## src/rtl/track_lock_ctrl.sv

```systemverilog
// track_lock_ctrl: per-frame lock sequencer placed after the colour-blob tracker.
// It filters detections and produces a smoothed centre, a clamped box and a signed steering error.
module track_lock_ctrl #(
  parameter int WIDTH       = 640,
  parameter int HEIGHT      = 480,
  parameter int ACQ_FRAMES  = 3,
  parameter int LOST_FRAMES = 8,
  parameter int MAX_JUMP    = 64,
  parameter int MIN_SIZE    = 4
) (
  input  logic        clock_50,
  input  logic        reset,
  input  logic        enable,
  input  logic        frame_done,
  input  logic        det_valid,
  input  logic [11:0] det_cx,
  input  logic [11:0] det_cy,
  input  logic [11:0] det_w,
  input  logic [11:0] det_h,
  output logic [1:0]  lock_state,
  output logic        update,
  output logic        box_valid,
  output logic [11:0] center_x,
  output logic [11:0] center_y,
  output logic [11:0] box_x0,
  output logic [11:0] box_y0,
  output logic [11:0] box_x1,
  output logic [11:0] box_y1,
  output logic [12:0] err_x,
  output logic [12:0] err_y
);

  localparam int HW = $clog2(ACQ_FRAMES + 1);
  // one spare count so a miss counter sitting at LOST_FRAMES can still step once without wrapping
  localparam int MW = $clog2(LOST_FRAMES + 2);

  typedef enum logic [1:0] {
    ST_SEARCH  = 2'd0,
    ST_ACQUIRE = 2'd1,
    ST_LOCKED  = 2'd2,
    ST_COAST   = 2'd3
  } state_t;

  function automatic logic [11:0] smooth_step(input logic [11:0] cur, input logic [11:0] tgt);
    logic signed [12:0] diff;
    diff = $signed({1'b0, tgt}) - $signed({1'b0, cur});
    diff = diff >>> 2;
    return cur + diff[11:0];
  endfunction

  function automatic logic [11:0] lo_clamp(input logic [11:0] c, input logic [11:0] s);
    logic signed [12:0] t;
    t = $signed({1'b0, c}) - $signed({2'b00, s[11:1]});
    if (t < 13'sd0) return 12'd0;
    else return t[11:0];
  endfunction

  function automatic logic [11:0] hi_clamp(input logic [11:0] c, input logic [11:0] s,
                                           input logic [11:0] lim);
    logic [12:0] t;
    t = {1'b0, c} + {2'b00, s[11:1]};
    if (t > {1'b0, lim}) return lim;
    else return t[11:0];
  endfunction

  function automatic logic is_near(input logic [11:0] a, input logic [11:0] b);
    logic signed [12:0] d;
    d = $signed({1'b0, a}) - $signed({1'b0, b});
    if (d < 13'sd0) d = -d;
    else d = d;
    return d <= $signed(13'(MAX_JUMP));
  endfunction

  state_t          state_r, state_s;
  logic [HW-1:0]   hit_cnt_r, hit_cnt_s, hit_inc_s;
  logic [MW-1:0]   miss_r, miss_s, miss_inc_s;
  logic            pend_r, pend_s;
  logic [11:0]     lat_cx_r, lat_cy_r, lat_w_r, lat_h_r;
  logic [11:0]     lat_cx_s, lat_cy_s, lat_w_s, lat_h_s;
  logic [11:0]     ref_x_r, ref_y_r, ref_x_s, ref_y_s;
  logic [11:0]     center_x_r, center_y_r, center_x_s, center_y_s;
  logic [11:0]     size_w_r, size_h_r, size_w_s, size_h_s;
  logic            update_r, update_s;
  logic            box_valid_r, box_valid_s;
  logic [11:0]     d_cx_s, d_cy_s, d_w_s, d_h_s, rx_s, ry_s;
  logic            d_pend_s, qual_s, good_s;
  logic [12:0]     err_x_s, err_y_s;

  // A detection arriving with frame_done belongs to the frame being closed, so bypass the latch.
  assign d_cx_s   = det_valid ? det_cx : lat_cx_r;
  assign d_cy_s   = det_valid ? det_cy : lat_cy_r;
  assign d_w_s    = det_valid ? det_w  : lat_w_r;
  assign d_h_s    = det_valid ? det_h  : lat_h_r;
  assign d_pend_s = det_valid | pend_r;
  assign rx_s     = (state_r == ST_ACQUIRE) ? ref_x_r : center_x_r;
  assign ry_s     = (state_r == ST_ACQUIRE) ? ref_y_r : center_y_r;
  assign qual_s   = d_pend_s && (d_w_s >= 12'(MIN_SIZE)) && (d_h_s >= 12'(MIN_SIZE));
  assign good_s   = qual_s && ((state_r == ST_SEARCH) ||
                               (is_near(d_cx_s, rx_s) && is_near(d_cy_s, ry_s)));
  assign hit_inc_s  = hit_cnt_r + HW'(1);
  assign miss_inc_s = miss_r + MW'(1);

  // Next-state, tracking and detection-latch update.
  always_comb begin
    state_s    = state_r;
    hit_cnt_s  = hit_cnt_r;
    miss_s     = miss_r;
    pend_s     = pend_r;
    lat_cx_s   = lat_cx_r;
    lat_cy_s   = lat_cy_r;
    lat_w_s    = lat_w_r;
    lat_h_s    = lat_h_r;
    ref_x_s    = ref_x_r;
    ref_y_s    = ref_y_r;
    center_x_s = center_x_r;
    center_y_s = center_y_r;
    size_w_s   = size_w_r;
    size_h_s   = size_h_r;
    update_s   = 1'b0;
    if (det_valid) begin
      pend_s   = 1'b1;
      lat_cx_s = det_cx;
      lat_cy_s = det_cy;
      lat_w_s  = det_w;
      lat_h_s  = det_h;
    end else begin
      pend_s = pend_r;
    end
    if (!enable) begin
      state_s    = ST_SEARCH;
      hit_cnt_s  = '0;
      miss_s     = '0;
      pend_s     = 1'b0;
      ref_x_s    = 12'd0;
      ref_y_s    = 12'd0;
      center_x_s = 12'd0;
      center_y_s = 12'd0;
      size_w_s   = 12'd0;
      size_h_s   = 12'd0;
    end else if (frame_done) begin
      update_s = 1'b1;
      pend_s   = 1'b0;
      case (state_r)
        ST_SEARCH: begin
          if (good_s) begin
            state_s   = ST_ACQUIRE;
            hit_cnt_s = HW'(1);
            ref_x_s   = d_cx_s;
            ref_y_s   = d_cy_s;
          end else begin
            hit_cnt_s = '0;
          end
        end
        ST_ACQUIRE: begin
          if (good_s) begin
            hit_cnt_s = hit_inc_s;
            ref_x_s   = d_cx_s;
            ref_y_s   = d_cy_s;
            if (hit_inc_s == HW'(ACQ_FRAMES)) begin
              state_s    = ST_LOCKED;
              center_x_s = d_cx_s;
              center_y_s = d_cy_s;
              size_w_s   = d_w_s;
              size_h_s   = d_h_s;
            end else begin
              state_s = ST_ACQUIRE;
            end
          end else begin
            state_s   = ST_SEARCH;
            hit_cnt_s = '0;
          end
        end
        ST_LOCKED, ST_COAST: begin
          if (good_s) begin
            state_s    = ST_LOCKED;
            center_x_s = smooth_step(center_x_r, d_cx_s);
            center_y_s = smooth_step(center_y_r, d_cy_s);
            size_w_s   = d_w_s;
            size_h_s   = d_h_s;
            miss_s     = '0;
          end else if (state_r == ST_LOCKED) begin
            state_s = ST_COAST;
            miss_s  = MW'(1);
          end else if (miss_inc_s >= MW'(LOST_FRAMES)) begin
            state_s    = ST_SEARCH;
            center_x_s = 12'd0;
            center_y_s = 12'd0;
            size_w_s   = 12'd0;
            size_h_s   = 12'd0;
            miss_s     = '0;
          end else begin
            miss_s = miss_inc_s;
          end
        end
        default: begin
          state_s = ST_SEARCH;
        end
      endcase
    end else begin
      update_s = 1'b0;
    end
  end

  assign box_valid_s = (state_s == ST_LOCKED) || (state_s == ST_COAST);

  // State and tracking registers.
  always_ff @(posedge clock_50 or negedge reset) begin
    if (!reset) begin
      state_r     <= ST_SEARCH;
      hit_cnt_r   <= '0;
      miss_r      <= '0;
      pend_r      <= 1'b0;
      lat_cx_r    <= 12'd0;
      lat_cy_r    <= 12'd0;
      lat_w_r     <= 12'd0;
      lat_h_r     <= 12'd0;
      ref_x_r     <= 12'd0;
      ref_y_r     <= 12'd0;
      center_x_r  <= 12'd0;
      center_y_r  <= 12'd0;
      size_w_r    <= 12'd0;
      size_h_r    <= 12'd0;
      update_r    <= 1'b0;
      box_valid_r <= 1'b0;
    end else begin
      state_r     <= state_s;
      hit_cnt_r   <= hit_cnt_s;
      miss_r      <= miss_s;
      pend_r      <= pend_s;
      lat_cx_r    <= lat_cx_s;
      lat_cy_r    <= lat_cy_s;
      lat_w_r     <= lat_w_s;
      lat_h_r     <= lat_h_s;
      ref_x_r     <= ref_x_s;
      ref_y_r     <= ref_y_s;
      center_x_r  <= center_x_s;
      center_y_r  <= center_y_s;
      size_w_r    <= size_w_s;
      size_h_r    <= size_h_s;
      update_r    <= update_s;
      box_valid_r <= box_valid_s;
    end
  end

  assign err_x_s = {1'b0, center_x_r} - 13'(WIDTH / 2);
  assign err_y_s = {1'b0, center_y_r} - 13'(HEIGHT / 2);

  assign lock_state = state_r;
  assign update     = update_r;
  assign box_valid  = box_valid_r;
  assign center_x   = center_x_r;
  assign center_y   = center_y_r;
  assign box_x0     = lo_clamp(center_x_r, size_w_r);
  assign box_y0     = lo_clamp(center_y_r, size_h_r);
  assign box_x1     = hi_clamp(center_x_r, size_w_r, 12'(WIDTH - 1));
  assign box_y1     = hi_clamp(center_y_r, size_h_r, 12'(HEIGHT - 1));
  // The error would otherwise read -WIDTH/2 while held in reset.
  assign err_x      = reset ? err_x_s : 13'd0;
  assign err_y      = reset ? err_y_s : 13'd0;

endmodule

```

## config.mk

```make
export PLATFORM = sky130hd
export DESIGN_NAME = track_lock_ctrl
export DESIGN_NICKNAME = d
export VERILOG_FILES = /design/src/rtl/track_lock_ctrl.sv
export SDC_FILE = /design/constraint.sdc
export NUM_CORES = 1
export LEC_CHECK = 0
export CAP_MARGIN = 20
export CELL_PAD_IN_SITES_DETAIL_PLACEMENT = 0
export CELL_PAD_IN_SITES_GLOBAL_PLACEMENT = 1
export CORE_MARGIN = 5
export CORE_UTILIZATION = 23
export CTS_BUF_LIST = sky130_fd_sc_hd__clkbuf_8
export CTS_CLUSTER_SIZE = 30
export DETAILED_ROUTE_END_ITERATION = 10
export HOLD_SLACK_MARGIN = 0.15
export PLACE_DENSITY_LB_ADDON = 0.1
export SKIP_LAST_GASP = 1
export SLEW_MARGIN = 0
export SYNTH_ARGS = -nofsm -noshare
export SYNTH_HDL_FRONTEND = slang
export SYNTH_SLANG_ARGS = --single-unit
```

## constraint.sdc

```tcl
create_clock -name clock_50 -period 4.75 [get_ports clock_50]
set_clock_uncertainty 0.2 [all_clocks]
set_input_delay 0.475 -clock clock_50 [delete_from_list [all_inputs] [get_ports clock_50]]
set_output_delay 0.475 -clock clock_50 [all_outputs]
set_load 0.01 [all_outputs]
```

; After elaboration in Yosys (flattened, before gate mapping)
; Index checks and enable logic that the tools add are counted.
[totals]
regBits = 131
input_bits = 53
output_inout_bits = 102
word_cells = 147
[op_classes]
add_sub_neg = 16
order_cmp = 11
n_eq_ne = 17
mux = 73
bitwise_logic = 1
reduce_logical = 13
[ops]
columns = operator, n
row1 = $mux W12, 40
row2 = $pmux W12 S2, 4
row3 = $lt A13 B1 Y1 const B, 4
row4 = $mux W13, 4
row5 = $sub A12 B12 Y13, 4
row6 = $add A12 B11 Y13, 2
row7 = $le A13 B8 Y1 const B, 2
row8 = $neg A13 Y13, 2
row9 = $sub A12 B11 Y13, 2
row10 = $add A12 B12 Y12, 2
row11 = $ge A12 B3 Y1 const B, 2
row12 = $mux W4, 6
row13 = $mux W2, 11
row14 = $gt A13 B10 Y1 const B, 1
row15 = $gt A13 B9 Y1 const B, 1
row16 = $sub A12 B8 Y13 const B, 1
row17 = $sub A12 B9 Y13 const B, 1
row18 = $eq A2 B2 Y1 const B, 5
row19 = $ne A3 B1 Y1 const B, 3
row20 = $ne A4 B4 Y1 const B, 2
row21 = $mux W1, 6
row22 = $ne A2 B1 Y1 const B, 3
row23 = $pmux W2 S3, 1
row24 = $reduce_and A6 Y1, 1
row25 = other kinds (15), 21

; Depth between registers and ports, before layout
[logic_depth]
depth_word = 15
mapped_depth = 22
ltp_nobuf = 21

; Worst setup path after synthesis
; Ideal clock, no wire load.
[synth_path]
path_type = input to register
startpoint = in det_valid
endpoint = reg center_x_r[5] (netlist: center_x[5])
setup_ns = 0.121
arrival_time_ns = 5.134
t_required_ns = 4.429
slack_ns = -0.705
path_stages = 18
n_path_buf = 5
path_cell_list = buf_2 > clkbuf_1 > clkbuf_1 > mux2_2 > ha_1 > clkbuf_1 > a211oi_1 > nor3_1 > or4b_2 > o211ai_1 > or4_4 > o41ai_2 > mux2i_1 > a2111o_1 > a2111oi_4 > a21oi_2 > buf_2 > a22o_1
[synth_between]
elab_chain_len = 12
[synth_rtl]
columns = element, line
row1 = start: declaration, 15  ; input logic det_valid,
row2 = $mux W12 *, -
row3 = named net d_cy_s[2], 85  ; logic [11:0] d_cx_s, d_cy_s, d_w_s, d_h_s, rx_s, ry_s;
row4 = $sub A12 B12 Y13 *, 68  ; d = $signed({1'b0, a}) - $signed({1'b0, b});
row5 = $neg A13 Y13 or $lt A13 B1 Y1 (tied branches), 69  ; if (d < 13'sd0) d = -d;
row6 = $mux W13 *, 69
row7 = $le A13 B8 Y1 *, 71  ; return d <= $signed(13'(MAX_JUMP));
row8 = $logic_and A1 B1 Y1 *, 99  ; (is_near(d_cx_s, rx_s) && is_near(d_cy_s, ry_s)));
row9 = $logic_or A1 B1 Y1 *, 98  ; assign good_s = qual_s && ((state_r == ST_SEARCH) ||
row10 = $logic_and A1 B1 Y1 *, 98
row11 = $mux W12, 174  ; if (good_s) begin
row12 = $pmux W12 S2, 143  ; case (state_r)
row13 = $mux W12, 140  ; end else if (frame_done) begin
row14 = $mux W12, 129  ; if (!enable) begin
row15 = end signal: assignment, 236  ; center_x_r <= center_x_s;
row16 = end: declaration, 81  ; logic [11:0] center_x_r, center_y_r, center_x_s, center_y_s;
; Mark *: on every way through the listed nets, which the timed path passes. The rest lies on a longest branch. The select of a mux whose other input is x is not followed.
; A chain may end at the register's enable or synchronous reset.

; Worst setup path in the final report
[layout_path]
startpoint = reg state_r[1] (netlist: lock_state[1])
endpoint = reg center_x_r[1] (netlist: center_x[1])
[layout_between]
elab_chain_len = 13
[layout_rtl]
columns = element, line
row1 = start: declaration, 74  ; state_t state_r, state_s;
row2 = start signal: assignment, 226  ; state_r <= state_s;
row3 = $eq A2 B1 Y1, "95, 96, 143"
row4 = $mux W12 (on tied branches), "95, 96"
row5 = $sub A12 B12 Y13, 68
row6 = $neg A13 Y13 or $lt A13 B1 Y1 (tied branches), 69
row7 = $mux W13, 69
row8 = $le A13 B8 Y1, 71
row9 = $logic_and A1 B1 Y1, 99
row10 = $logic_or A1 B1 Y1, 98
row11 = $logic_and A1 B1 Y1, 98
row12 = $mux W12, 174
row13 = $pmux W12 S2, 143
row14 = $mux W12, 140
row15 = $mux W12, 129
; Several ways; a longest one is shown, not always the timed one. The select of a mux whose other input is x is not followed.

==> flow_summary.toml <==
[final_layout]
area_growth_pct = 51.3
layout.nets = 1881
diodes = 0
fin_cells = 2382
most-common-layout-cells = "buf_4 (252), dfrtp_1 (126), inv_1 (115)"
drive_above_1_share = 0.286
fillers = 5071
final_common_cell = "buf_4"

[global_route]
grt_util_met3 = 0.0256
met1_usage = 0.217
met2_usage = 0.255
antenna_found_initial = 0
grt_pass1_vias = 11065
top_usage_layer = "met2"
grt_pass1_wl_mm = 65.3
grt_usage = 0.157
grt_max_degree = 67
grt_overflow = 0

[synthesis]
ys_async_sr_fraction = 1.00
synthFlopType = "dfrtp_1"
syn_inst = 1293
synth_edf_count = 0
ys_seq_area_frac = 0.277
ys_seq_elements = 127
synth.distinct_cells = 81
avgSynthCellArea_um2 = 8.86
ys_warn_count = 0
syn-cell-area_um2 = 11500

[route]
drt_iter0_drc = 433
drt-total-wl_mm = 42.8
first_pass_iters = 4
drtAntennaViolNets = 0
avgRoutedWirePerCell_um = 18.0
vias_per_cell = 4.59
drc = 0
vias = 10933

[sta]
slew_violations = 0
finalHoldViolCount = 0
finalCritPeriodShare = 1.03
max_slew_margin = 0.502
setup_viol = 66
worst_slew_pin_slew_ps = 742
fin_hold_ws_ps = 286
max_freq_ghz = 0.204
finalWorstSetupSlack_ps = -159
rsz0062_at_grt = "true"
fin_crit_ps = 4910

[clock_tree]
cts_root_buf = "clkbuf_8"
path_clk_slew_ps = 90
clockBufferDepth = 2
cts.htree.levels = 4
cts_tree = "yes"
clk-insertion-delay-late_ps = 530
cts_sinks = 127
numCtsBuffers = 17

[setup_path]
critPathMaxStageDelay_ps = 590
critPathTopFamily = "compound AO/OA/AOI/OAI gates"
crit_chain = "nand2b_4, mux2_4, ha_4, inv_4, ha_4, a211oi_4, nor3_4, buf_4, a211oi_1, nand2b_1, or4_4, o41ai_4, mux2i_2, a2111o_1, a2111oi_4, buf_6, a21oi_4, buf_6, mux2_4"
worst-path-buf-inv = 4
start_kind = "flop"
end_kind = "flop"
path_class = "flop to flop"
crit_required_ps = 4960
cp_max_fo = 7
cp.arrival_ps = 5120
cp_slowest_cell = "or4_4"

[floorplanning]
start_util = 0.233
die_w_um = 233
io_pins = 155
die_h_um = 233
num_rows = 81
dieArea_um2 = 54400
coreArea_um2 = 49200

[power]
p_total_uw = 4470
leakage_uw = 0.00792
ir_drop_mv = 0.145
p_per_area_nw_per_um2 = 258

[hold_path]
min_path_type = "input port to async pin"

[run_status]
status = "finished with violations"
violations = "negative setup slack"

[job]
maxCapViolCount = 0

[placement]
dpl.hpwl_mm = 32.5
dp_cells = 2278
io_buffers = 147
gp_congestion = 0.775
## synth_stat cells (all sizes together) (12+ instances only)
library cell | n | share of area
o21a | 12 | 0.0079
and2 | 28 | 0.015
dfrtp | 127 | 0.28
o21ai | 46 | 0.020
nor2 | 80 | 0.026
mux2 | 30 | 0.029
ha | 116 | 0.13
a22o | 32 | 0.024
nor2b | 24 | 0.013
a21o | 23 | 0.015
clkbuf | 27 | 0.0088
xnor2 | 58 | 0.044
o21bai | 13 | 0.0085
o211ai | 15 | 0.0098
a21oi | 68 | 0.031
buf | 22 | 0.012
nand2 | 104 | 0.034
nand2b | 16 | 0.0087
nand3 | 31 | 0.014
mux2i | 80 | 0.071
inv | 116 | 0.038
nor3 | 27 | 0.012
xor2 | 18 | 0.014
## metal layers
layer | share of wire | routed length (um) | up-vias
met5 | 0 | 0 | -
met4 | 0.012 | 512 | 0
met3 | 0.029 | 1230 | 29
met2 | 0.47 | 20100 | 141
met1 | 0.49 | 21000 | 5315
li1 | - | - | 5448
## final cells by class
class,count,area [um2],share of cell area
Clock inverter,12,166,0.00960
Inverter,118,445,0.0257
Multi-Input combinational cell,1003,8480,0.489
Clock buffer,20,275,0.0159
Timing Repair Buffer,438,3960,0.228
Tap cell,664,831,0.0479
Sequential cell,127,3180,0.183
## report_power, final
group	switching (uW)	total [uW]	internal (uW)
Sequential	28.7	1170	1140
Combinational	1070	2190	1130
Clock	497	1100	606
## sequential cells by signal (all words and copies together) (netlist names)
| register | count |
|---|---|
| size_w_r | 11 |
| miss_r | 4 |
| update | 1 |
| ref_y_r | 12 |
| size_h_r | 11 |
| hit_cnt_r | 2 |
| pend_r | 1 |
| lat_cx_r | 12 |
| center_y | 12 |
| lat_h_r | 11 |
| lat_cy_r | 12 |
| center_x | 12 |
| ref_x_r | 12 |
| box_valid | 1 |
| lock_state | 2 |
| lat_w_r | 11 |
## cell families after synthesis
group / after synthesis / synth area share
and+or+nand+nor: 377 / 0.165
AOI/OAI and AO/OA: 312 / 0.200
buffers and inverters: 167 / 0.0594
DFF: 127 / 0.277
adders and majority gates: 123 / 0.139
muxes: 110 / 0.100
xor gates and xnor gates: 76 / 0.0581
other: 1 / 0.000327
## repair_timing
action | 4_1_cts | 5_1_grt
endpoints found under the hold margin | 40 | 0
resized for setup | 124 | 117
gates cloned | 6 | 0
hold buffers | 2 | 0
setup endpoints to repair | 109 | 115
buffers inserted | 40 | 30
pin swaps | 38 | 45
## final timing paths
path	startpoint	end	depth (start not counted)	slack, ps
max	lock_state[1]$_DFF_PN0_	center_x[1]$_DFFE_PN0P_	19	-160
min	reset	lat_cy_r[4]$_DFF_PN0_	2	290
max reg2reg	lock_state[1]$_DFF_PN0_	center_x[1]$_DFFE_PN0P_	19	-160
min reg2reg	lat_w_r[8]$_DFF_PN0_	lat_w_r[8]$_DFF_PN0_	2	300
max in group asynchronous	reset	center_y[1]$_DFFE_PN0P_	3	2910
min in group clock_50	lat_w_r[8]$_DFF_PN0_	lat_w_r[8]$_DFF_PN0_	2	300
## metrics by stage
step                area, um2  TNS, ps   util  setup slack (ps)
finish                  17300    -5800  0.353              -159
detailed placement      15400   -35480  0.313              -664
global route            17300   -18730  0.353              -348
global placement        15400   -34950  0.313              -705
floorplan               11700    -3550      -             -78.2
CTS                     16700    -9340  0.339              -243
Note: power is estimated with default switching activity, not from simulation.
==> RTL change 1: new RTL, same settings <==
Remove the register `box_valid_r`: a continuous assignment takes its place, so the output `box_valid` follows one clock earlier.
--- a/src/rtl/track_lock_ctrl.sv
+++ b/src/rtl/track_lock_ctrl.sv
@@ -223,3 +223,2 @@
       update_r    <= 1'b0;
-      box_valid_r <= 1'b0;
     end else begin
@@ -240,5 +239,6 @@
       update_r    <= update_s;
-      box_valid_r <= box_valid_s;
     end
   end
+
+  assign box_valid_r = box_valid_s;
 
Formal check against the unedited RTL: not equivalent (a bounded check fails within 4 cycles, from zero or initial values and one cycle with reset low).
==> RTL change 1 against the unedited design <==
- the flow still finishes with violations (negative setup slack)
- fmax is 7.1% lower
- sequential cell count fell by 1
- via count down 0.41%
- routed wire length rose by 0.32%
- combinational power fell by 3%
- setup slack worse by 0.37 ns
- non-clock buffer count decreased by 13
- power decreased by 4.0%
- critical path depth shrank 2
- area after synthesis shrank 0.22%
- design area decreased by 0.94%
- largest power group unchanged
- highest routed layer unchanged
==> RTL change 1: results (changes against the unedited design) <==
metric,value,unit,change
Layout fillers,5107,,was 5071
sequential group share of total power,27.1,%,was 26.2%
Final nets,1867,,was 1881
Routed met2 length,20000,µm,was 20100 µm
global routing usage on met3,2.40,%,was 2.56%
run status,"complete, but fails checks",,unchanged
failing checks,negative setup slack,,unchanged
Worst Tran Pin Value,0.851,ns,was 0.742 ns
met1 WL,21100,µm,was 21000 µm
"Distinct cells, synth",81,,unchanged
crit path capture,box_valid,,was center_x[1]$_DFFE_PN0P_
Crit path max-delay family,compound AO/OA/AOI/OAI gates,,unchanged
GR Util met1,22.1,%,was 21.7%
GR Layer Usage met2,25.9,%,was 25.5%
CP arrival,4.61,ns,was 5.12 ns
pre-CTS WS,-1.05,ns,was -0.664 ns
placed instance area,0.0154,mm²,about the same
"reg-to-reg slack, setup",-0.40,ns,was -0.16 ns
All-Layer GR Usage,15.9,%,was 15.7%
CTS buffer count,17,,unchanged
power per cell area,250,mW/mm²,was 258 mW/mm²
Avg WL per Cell,18.2,µm,was 18.0 µm
largest net degree at the start of global routing,76,,was 67
vias in the first global route,11200,,was 11100
Combinational Power Share,49.4,%,was 49.1%
vias per cell,4.60,,was 4.59
clock latency on the worst-skew pair,0.53,ns,about the same
CTS Buffer Depth,2,,unchanged
CP max-delay cell,o41a_1,,was or4_4
first-pass GRT wire length,66200,µm,was 65300 µm
Fin Hold WS,0.303,ns,was 0.286 ns
"Setup violations, final",73,,was 66
Root Driver,clkbuf_8,,unchanged
CP max stage delay,0.43,ns,was 0.59 ns
First-pass DRT Iterations,5,,was 4
HPWL Detailed,31800,µm,was 32500 µm
fraction of layout cells with a size suffix above 1,27.4,%,was 28.6%
GPL Wtd Cong,0.793,,was 0.775
VDD IR max,134,µV,was 145 µV
Synth area leaders,"dfrtp_1 28%, ha_1 13%, mux2i_1 6.9%",,unchanged
met3 wire len,1240,µm,was 1230 µm
DRT iter0 DRCs,398,,was 433
post-synthesis sequential area ratio,27.6,%,was 27.7%
Sw Share,35.8,%,was 35.6%
R2R Path End,center_y[9]$_DFFE_PN0P_,,was center_x[1]$_DFFE_PN0P_
final setup margin,-0.533,ns,was -0.159 ns
leak pwr,8.04,nW,was 7.92 nW
reg-to-reg critical path startpoint,lock_state[1]$_DFF_PN0_,,unchanged
crit path from,lock_state[0]$_DFF_PN0_,,was lock_state[1]$_DFF_PN0_
synth cell count leaders,"126 x dfrtp_1, 116 x ha_1, 116 x inv_1",,"was 127 x dfrtp_1, 116 x ha_1, 116 x inv_1"
R2R cell count,23,,was 19
## RTL change 1: cell count changes in the layout (fill, tap and decap cells not counted), sizes merged
| cell | change |
|---|---|
| clkinvlp | -2 |
| inv | +4 |
| dlygate4sd2 | -7 |
| bufinv | -1 |
| clkdlybuf4s15 | -1 |
| dfrtp | -1 |
| buf | -11 |
| clkdlybuf4s50 | -7 |
| dlymetal6s2s | +10 |
| clkbuf | +2 |
## RTL change 1: per-stage QoR
step           cells  utilization (%)  total power (W)  TNS, ns
2_1_floorplan   1296                -          0.00225    -6.68
3_3_place_gp    2264             31.4          0.00306   -47.84
3_5_place_dp    2264             31.4          0.00307   -47.12
4_1_cts         2354             34.5          0.00431   -23.15
5_1_grt         2368             35.0          0.00460   -32.46
6_report        2368             35.0          0.00429   -18.73
## RTL change 1: cell type report
class	count	area, µm²	share of cell area [%]
Clock buffer	19	262	1.52
Clock inverter	13	133	0.772
Inverter	118	443	2.58
Multi-Input combinational cell	1003	8380	48.8
Sequential cell	126	3150	18.4
Tap cell	664	831	4.84
Timing Repair Buffer	425	3970	23.1
## RTL change 1: what timing repair did
item | in CTS | in global routing
setup buffers | 45 | 23
gates resized for setup | 129 | 95
gates cloned | 12 | 0
setup endpoints to repair | 118 | 118
hold buffers | 2 | 0
endpoints found under the hold margin | 48 | 0
pin swaps | 38 | 37
## RTL change 1: cell families (layout without fill, tap and decap cells)
logic type	after synthesis	after routing	synth area share (%)
adders and majority gates	123	123	13.9
muxes	110	110	10.1
xor gates and xnor gates	76	76	5.82
AOI/OAI and AO/OA	312	312	20.0
other	1	5	0.0328
and+or+nand+nor	377	377	16.6
DFF	126	126	27.6
buffers and inverters	167	575	5.95
==> RTL change 2: new RTL, same flow settings <==
Made on the original files. The parameter `ACQ_FRAMES` goes from 3 to 2.
--- a/src/rtl/track_lock_ctrl.sv
+++ b/src/rtl/track_lock_ctrl.sv
@@ -5,3 +5,3 @@
   parameter int HEIGHT      = 480,
-  parameter int ACQ_FRAMES  = 3,
+  parameter int ACQ_FRAMES  = 2,
   parameter int LOST_FRAMES = 8,
Formal check against the unedited RTL: not equivalent (a bounded check fails within 4 cycles, from zero or initial values and one cycle with reset low).
==> RTL change 2 against the unedited design <==
- the run still ends with negative setup slack left
- via count increased by 1.2%
- area after synthesis increased by 0.25%
- sequential cell count unchanged
- setup slack got worse by 0.23 ns
- global-route usage increased by 0.36 points
- final cell count increased by 1.8%
- design area increased by 1.2%
- routed wire length increased by 3.1%
- power increased by 28%
- sequential power increased by 6%
- critical path type unchanged
- critical endpoint is now center_x[4]$_DFFE_PN0P_
- highest routed layer unchanged
==> RTL change 2: results (changes against the unedited design) <==
metric,value,unit,change
synth cell count leaders,"129 x inv_1, 127 x dfrtp_1, 116 x ha_1",,"was 127 x dfrtp_1, 116 x ha_1, 116 x inv_1"
GPL Wtd Cong,0.784,,was 0.775
worst hold path type,input port to async pin,,unchanged
"Setup violations, final",74,,was 66
HPWL Detailed,32700,µm,was 32500 µm
R2R cell count,21,,was 19
failing checks,negative setup slack,,unchanged
Layout fillers,5088,,was 5071
dpl cells,2330,,was 2278
Worst Path Max Fanout,7,,unchanged
first-pass GRT wire length,66900,µm,was 65300 µm
Fin Hold WS,0.288,ns,was 0.286 ns
Crit path max-delay family,simple AND/OR/NAND/NOR gates,,was compound AO/OA/AOI/OAI gates
placed instance area,0.0156,mm²,was 0.0154 mm²
final setup margin,-0.390,ns,was -0.159 ns
Synth area leaders,"dfrtp_1 28%, ha_1 13%, mux2i_1 5.9%",,"was dfrtp_1 28%, ha_1 13%, mux2i_1 6.9%"
Sw Share,40.0,%,was 35.6%
Final nets,1923,,was 1881
seq pwr,0.00124,W,was 0.00117 W
initial antenna violation count,1,,was 0
CP max stage delay,0.52,ns,was 0.59 ns
post-synthesis sequential area ratio,27.7,%,about the same
clock-pin slew on the worst setup and hold paths,0.09,ns,about the same
VDD IR max,197,µV,was 145 µV
All-Layer GR Usage,16.0,%,was 15.7%
post-CTS sizing,139,,was 124
cts hold-fix bufs,1,,was 2
pre-CTS WS,-0.663,ns,was -0.664 ns
Combinational Power Share,60.8,%,was 49.1%
run status,"complete, but fails checks",,unchanged
vias per cell,4.56,,was 4.59
# Post-CTS Setup Buffers,28,,was 40
synthesized area per cell,8.71,µm²,was 8.86 µm²
CP arrival,5.39,ns,was 5.12 ns
"Distinct cells, synth",82,,was 81
H-tree Lvls,4,,unchanged
Avg WL per Cell,18.2,µm,was 18.0 µm
setup_tns,-18.81,ns,was -5.80 ns
R2R Path End,center_x[4]$_DFFE_PN0P_,,was center_x[1]$_DFFE_PN0P_
max_slew headroom,35.9,%,was 50.2%
largest net degree at the start of global routing,78,,was 67
fraction of layout cells with a size suffix above 1,30.2,%,was 28.6%
leak pwr,8.22,nW,was 7.92 nW
Vias,11100,,was 10900
First-pass DRT Iterations,5,,was 4
DRT iter0 DRCs,463,,was 433
design area,0.0175,mm²,was 0.0173 mm²
internal cell power,0.00344,W,was 0.00288 W
==> RTL change 2: cell count changes after synthesis, sizes merged, moves of 13 or more <==
cell	change
nor2	+31
inv	+13
nand2	-32
o211ai	-13
mux2	+15
a22o	-30
o2bb2ai	+14
==> RTL change 2: worst max-delay path by stage <==
stage,from,to,slack [ns],cells past startpoint
floorplan,det_valid,center_x[3]$_DFFE_PN0P_,-0.34,21
global placement,det_cx[0],size_h_r[7]$_DFFE_PN0P_,-0.60,19
detailed placement,det_cx[0],center_y[7]$_DFFE_PN0P_,-0.66,19
CTS,lock_state[1]$_DFF_PN0_,center_x[6]$_DFFE_PN0P_,-0.34,21
global route,lock_state[1]$_DFF_PN0_,size_w_r[10]$_DFFE_PN0P_,-0.55,22
finish,lock_state[1]$_DFF_PN0_,center_x[4]$_DFFE_PN0P_,-0.39,21
==> RTL change 2: kinds of logic (layout without fill, tap and decap cells) <==
family                     Yosys count  after routing  share of synthesized area, %
AOI/OAI and AO/OA                  290            290                          17.6
xor gates and xnor gates            80             80                          6.10
adders and majority gates          123            123                          13.9
buffers and inverters              185            623                          6.55
DFF                                127            127                          27.7
muxes                              114            114                          10.8
other                                1              6                        0.0326
and+or+nand+nor                    398            398                          17.5
==> RTL change 2: cell type report <==
type	count	area share [%]
multi-input combinational	1010	48.0
timing repair buffer	462	24.1
sequential	127	18.1
tap	664	4.74
inverter	129	2.76
clock buffer	23	1.81
clock inverter	9	0.471
antenna	1	0.0143
==> RTL change 2: routing by layer <==
| layer | vias to the layer above | GRT usage [%] | wire [µm] |
|---|---|---|---|
| li1 | 5519 | - | - |
| met1 | 5363 | 22.7 | 22100 |
| met2 | 149 | 25.4 | 20200 |
| met3 | 28 | 2.60 | 1280 |
| met4 | 0 | 4.24 | 622 |
| met5 | - | 0 | 0 |
